==> src/rtl/sqr_pkg.sv <==
// rtl/sqr_pkg.sv - shared constants and state type for the sum-of-squares datapath
//
// Purpose: single source for the default operand/result widths, the FSM state
//          enumeration and the bit-counter width used by sqr_sum and by the
//          square-root stage that consumes its OUT_W-wide result.
// Ports:   none (package).
package sqr_pkg;

   localparam int SQR_IN_W  = 16;
   localparam int SQR_OUT_W = 32;

   // Counter width; never narrower than one bit so a degenerate IN_W=1 still works.
   function automatic int cnt_width(input int w);
      return (w > 1) ? $clog2(w) : 1;
   endfunction

   localparam int SQR_CNT_W = cnt_width(SQR_IN_W);

   typedef enum logic [1:0] {
      IDLE = 2'd0,
      SQX  = 2'd1,
      SQY  = 2'd2,
      DONE = 2'd3
   } sqr_state_t;

endpackage

==> src/rtl/sqr_step.sv <==
// rtl/sqr_step.sv - one combinational shift-add multiplication step
//
// Purpose: adds operand << shift into the accumulator when the current
//          multiplier bit is set; otherwise passes the accumulator through.
// Ports:   acc      - current accumulator (OUT_W)
//          operand  - unsigned multiplicand (IN_W)
//          mbit     - multiplier bit selected for this step
//          shift    - bit position of mbit (CNT_W)
//          acc_next - accumulator after this step (OUT_W)
module sqr_step
   import sqr_pkg::*;
#(
   parameter int IN_W  = SQR_IN_W,
   parameter int OUT_W = SQR_OUT_W,
   parameter int CNT_W = SQR_CNT_W
) (
   input  logic [OUT_W-1:0] acc,
   input  logic [IN_W-1:0]  operand,
   input  logic             mbit,
   input  logic [CNT_W-1:0] shift,
   output logic [OUT_W-1:0] acc_next
);

   logic [OUT_W-1:0] widened;

   // Zero-extend before shifting so high partial-product bits are not lost.
   assign widened  = {{(OUT_W-IN_W){1'b0}}, operand};
   assign acc_next = mbit ? (acc + (widened << shift)) : acc;

endmodule

==> src/rtl/sqr_sum.sv <==
// rtl/sqr_sum.sv - sequential gx*gx + gy*gy for the gradient magnitude path
//
// Purpose: captures |gx| and |gy|, squares each with IN_W shift-add steps
//          (one bit per clock, LSB first) into a shared accumulator, and
//          presents the sum with a valid/ready handshake. Latency is a fixed
//          2*IN_W edges from the accepting edge to out_valid.
// Ports:   clk       - clock, rising edge
//          reset     - synchronous active-high reset
//          gx, gy    - signed two's-complement gradients (IN_W)
//          in_valid  - gx/gy valid
//          in_ready  - high only in IDLE
//          sum       - result (OUT_W), held until the next result or reset
//          out_valid - sum valid, high only in DONE
//          out_ready - downstream accepts sum
module sqr_sum
   import sqr_pkg::*;
#(
   parameter int IN_W  = SQR_IN_W,
   parameter int OUT_W = SQR_OUT_W
) (
   input  logic             clk,
   input  logic             reset,
   input  logic [IN_W-1:0]  gx,
   input  logic [IN_W-1:0]  gy,
   input  logic             in_valid,
   output logic             in_ready,
   output logic [OUT_W-1:0] sum,
   output logic             out_valid,
   input  logic             out_ready
);

   localparam int               CNT_W    = cnt_width(IN_W);
   localparam logic [CNT_W-1:0] CNT_LAST = CNT_W'(IN_W - 1);

   sqr_state_t       state;
   logic [CNT_W-1:0] cnt;
   logic [IN_W-1:0]  opx;
   logic [IN_W-1:0]  opy;
   logic [OUT_W-1:0] acc;
   logic [OUT_W-1:0] acc_next;
   logic [IN_W-1:0]  op_cur;
   logic             mbit;
   logic [IN_W-1:0]  gx_abs;
   logic [IN_W-1:0]  gy_abs;

   // Negating the most negative value wraps back to 2^(IN_W-1), which is
   // exactly its magnitude when read as unsigned.
   assign gx_abs = gx[IN_W-1] ? -gx : gx;
   assign gy_abs = gy[IN_W-1] ? -gy : gy;

   // The same operand is both multiplicand and multiplier for a square.
   assign op_cur = (state == SQY) ? opy : opx;
   assign mbit   = op_cur[cnt];

   sqr_step #(
      .IN_W  (IN_W),
      .OUT_W (OUT_W),
      .CNT_W (CNT_W)
   ) u_step (
      .acc      (acc),
      .operand  (op_cur),
      .mbit     (mbit),
      .shift    (cnt),
      .acc_next (acc_next)
   );

   always_ff @(posedge clk) begin
      if (reset) begin
         state     <= IDLE;
         cnt       <= '0;
         opx       <= '0;
         opy       <= '0;
         acc       <= '0;
         sum       <= '0;
         out_valid <= 1'b0;
         in_ready  <= 1'b1;
      end else begin
         case (state)
            IDLE: begin
               if (in_valid) begin
                  opx      <= gx_abs;
                  opy      <= gy_abs;
                  acc      <= '0;
                  cnt      <= '0;
                  in_ready <= 1'b0;
                  state    <= SQX;
               end
            end
            SQX: begin
               acc <= acc_next;
               if (cnt == CNT_LAST) begin
                  cnt   <= '0;
                  state <= SQY;
               end else begin
                  cnt <= cnt + CNT_W'(1);
               end
            end
            SQY: begin
               acc <= acc_next;
               if (cnt == CNT_LAST) begin
                  cnt       <= '0;
                  sum       <= acc_next;
                  out_valid <= 1'b1;
                  state     <= DONE;
               end else begin
                  cnt <= cnt + CNT_W'(1);
               end
            end
            DONE: begin
               if (out_ready) begin
                  out_valid <= 1'b0;
                  in_ready  <= 1'b1;
                  state     <= IDLE;
               end
            end
            default: begin
               state <= IDLE;
            end
         endcase
      end
   end

endmodule

==> config.mk <==
export PLATFORM = sky130hd
export DESIGN_NAME = sqr_sum
export DESIGN_NICKNAME = d
export VERILOG_FILES = /design/src/rtl/sqr_pkg.sv /design/src/rtl/sqr_step.sv /design/src/rtl/sqr_sum.sv
export SDC_FILE = /design/constraint.sdc
export NUM_CORES = 1
export LEC_CHECK = 0
export ABC_AREA = 1
export BUFFER_PORTS_ARGS = -buffer_cell sky130_fd_sc_hd__buf_2
export CAP_MARGIN = 0
export CORE_MARGIN = 3
export CORE_UTILIZATION = 54
export CTS_BUF_LIST = sky130_fd_sc_hd__clkbuf_8
export DETAILED_ROUTE_END_ITERATION = 8
export PLACE_DENSITY_LB_ADDON = 0.2
export SYNTH_ARGS = -nofsm -noshare
export SYNTH_HDL_FRONTEND = slang
export SYNTH_SLANG_ARGS = --single-unit
==> constraint.sdc <==
create_clock -name clk -period 2.9 [get_ports clk]
set_clock_uncertainty 0.2 [all_clocks]
set_input_delay 0.435 -clock clk [delete_from_list [all_inputs] [get_ports clk]]
set_output_delay 0.435 -clock clk [all_outputs]
set_load 0.005 [all_outputs]
==> qor.yml <==
place:
  portBuffers: 69
  hpwlAfterDp_mm: 18.32
  gp_congestion: 0.9870
logic_synthesis:
  synth-async-reset-ratio: 0
  synth_area_sq_mm: 0.008379
  yosysTopAreaCell: "dfxtp_1"
  avgSynthCellArea_sq_um: 5.985
  ys_types: 43
  synth.net_count: 1475
  ys.flop_type: "dfxtp_1"
  ys_seq_elements: 104
  synth-edff-count: 0
  ys_top_cells_by_area: "dfxtp_1 25%, nand2_1 20%, inv_1 8.3%, nor2_1 6.5%, ha_1 5.7%"
  synth.top_cell.area_share: 0.2485
  synthCells: 1400
  yosys_warnings: 0
  seq_area_frac_synth: 0.2485
clocking:
  clock_latency_ns: 0.40
  root_buffer: "clkbuf_8"
  h-tree-depth: 3
  clk_pin_slew_ns: 0.10
  clock_sinks: 104
  clockBufferDepth: 2
  cts_buffers: 9
  holdBufCountCts: 0
  cts_tree: "built"
hold_path:
  min_path_type: "in2reg"
global_route:
  grt_pass1_vias: 8424
  grt_max_degree: 72
  use_met1: 0.4061
  met2_usage: 0.4596
  track_usage: 0.2911
  grt_antenna_before_repair: 0
  busiest_layer: "met2"
  grt_overflow: 0
  met3_usage: 0.05081
  grt_pass1_wl_mm: 40.04
layout:
  n_fill_cell: 1149
  antennaDiodeCount: 0
  regArea_sq_mm: 0.002085
  layout_common_cells: "340 x nand2_1, 167 x inv_1, 130 x buf_4"
  drive_above_1_share: 0.3625
  final_common_cell: "nand2_1"
  layout.nets: 1648
  synthToLayoutAreaGrowth_pct: 34.81
  multi_input_area_sq_mm: 0.006455
floorplanning:
  dieArea_sq_mm: 0.01705
  die_w_um: 130.6
  rows: 44
  initial_core_util: 0.5637
  coreArea_sq_mm: 0.01486
  die_y_um: 130.6
  ioPinCount: 70
timing:
  worst_slew_pin_slew_ns: 1.052
  slew_headroom: 0.2988
  period_needed_ns: 3.436
  fin_ws_ns: -0.5359
  min_period_over_period: 1.185
  finalMaxSlewViolations: 0
  setup_viol: 56
  fin_setup_tns_ns: -23.29
  fmax_mhz: 291.0
  finalHoldViolations: 0
  rsz0062_at_grt: "true"
route:
  final_antenna_net_count: 0
  routed_wl_mm: 26.18
  initialDrtViolationCount: 775
  drc_errors: 0
  routedWlPerCell_um: 14.86
  vias_per_cell: 5.354
  dr.pass1.iters: 5
  vias: 9434
setup_path:
  worstPathMaxFanout: 14
  start_kind: "register"
  cp-end-kind: "register"
  cp.arrival_ns: 3.53
  critPathKind: "reg2reg"
  cp_data_required_time_ns: 3.00
  r2r_slack_ns: -0.54
outcome:
  violations: "setup timing"
  outcome: "finished, violations left"
power_and_ir_drop:
  p_per_area_mw_per_mm2: 668.9
  total_power_uw: 7556
  leakage_uw: 0.005684
  ir_worst_vdd_uv: 576.9
flow_run:
  cap_violations: 0
critical path: stages (launching register included):
cell and delay, ns:
dfxtp_2 0.34, inv_2 0.05, ha_4 0.21, inv_8 0.11, nand2_1 0.10, nand2_2 0.09
inv_1 0.06, o21ai_2 0.22, nand2_1 0.10, o21ai_2 0.10, o21ai_2 0.11, mux2i_1 0.21
ha_1 0.31, buf_6 0.15, nand2_8 0.09, inv_4 0.04, nand2_2 0.06, nand2_2 0.07
nand2_2 0.06, nand2_2 0.07, a21oi_2 0.15, nand3_1 0.09, nand3_1 0.08, nand2_1 0.08
o21ai_1 0.12, inv_1 0.05
registers in the layout, summed over array words and instances (netlist names):
signal     cells
state          2
sum           32
opx           16
acc           32
in_ready       1
out_valid      1
opy           16
cnt            4
per-layer routing:
layer / vias to the layer above / share of wire
li1: 4748 / -
met1: 4333 / 0.46
met2: 295 / 0.46
met3: 58 / 0.057
met4: 0 / 0.028
met5: - / 0
logic make-up after synthesis:
kind of cell,synth area share
xor gates and xnor gates,0.03867
AOI/OAI and AO/OA,0.1377
adders and majority gates,0.05913
muxes,0.01434
and+or+nand+nor,0.3803
DFF,0.2485
buffers and inverters,0.1214
through the flow:
step / cells / setup slack (ns) / util / hold slack, ns / cell area, sq um
after floorplan: 1400 / -0.07275 / - / 0.2312 / 8461
after global placement: 1724 / -0.5793 / 0.6568 / 0.2667 / 9763
after detailed placement: 1724 / -0.6071 / 0.6568 / 0.2786 / 9763
after CTS: 1750 / -0.4626 / 0.6961 / 0.09209 / 10350
after global routing: 1762 / -0.7852 / 0.7599 / 0.1092 / 11300
final: 1762 / -0.5359 / 0.7599 / 0.1048 / 11300
worst paths after layout:
check / end / cells past startpoint / from
max: sum[29] / 25 / state[0]
min: in_ready / 3 / out_ready
max reg2reg: sum[29] / 25 / state[0]
min reg2reg: acc[30] / 2 / acc[30]
synthesized netlist by cell type (all sizes together), types with 8 or more instances:
master  count
nand2     481
inv       189
nor2      146
dfxtp     104
o21ai     102
nand3      93
a21oi      85
ha         38
clkbuf     34
xor2       29
buf        21
nor3       16
mux2i      12
xnor2       8
power breakdown:
group	switching (uW)	internal, uW
registers	171	1620
clock network	539	428
logic	2780	2020
total	3490	4070
final cells by class:
| type | instances | area share |
|---|---|---|
| Multi-Input combinational cell | 1050 | 0.5714 |
| Sequential cell | 104 | 0.1845 |
| Timing Repair Buffer | 217 | 0.1408 |
| Inverter | 191 | 0.06458 |
| Tap cell | 184 | 0.02038 |
| Clock buffer | 10 | 0.01218 |
| Clock inverter | 6 | 0.006092 |
what timing repair did:
item                       CTS  global route
setup endpoints to repair   60            60
gates cloned                 0             1
gates resized for setup     86           222
pin swaps                   21            94
buffers inserted            10            11
Power figures use the tool's default switching activity.
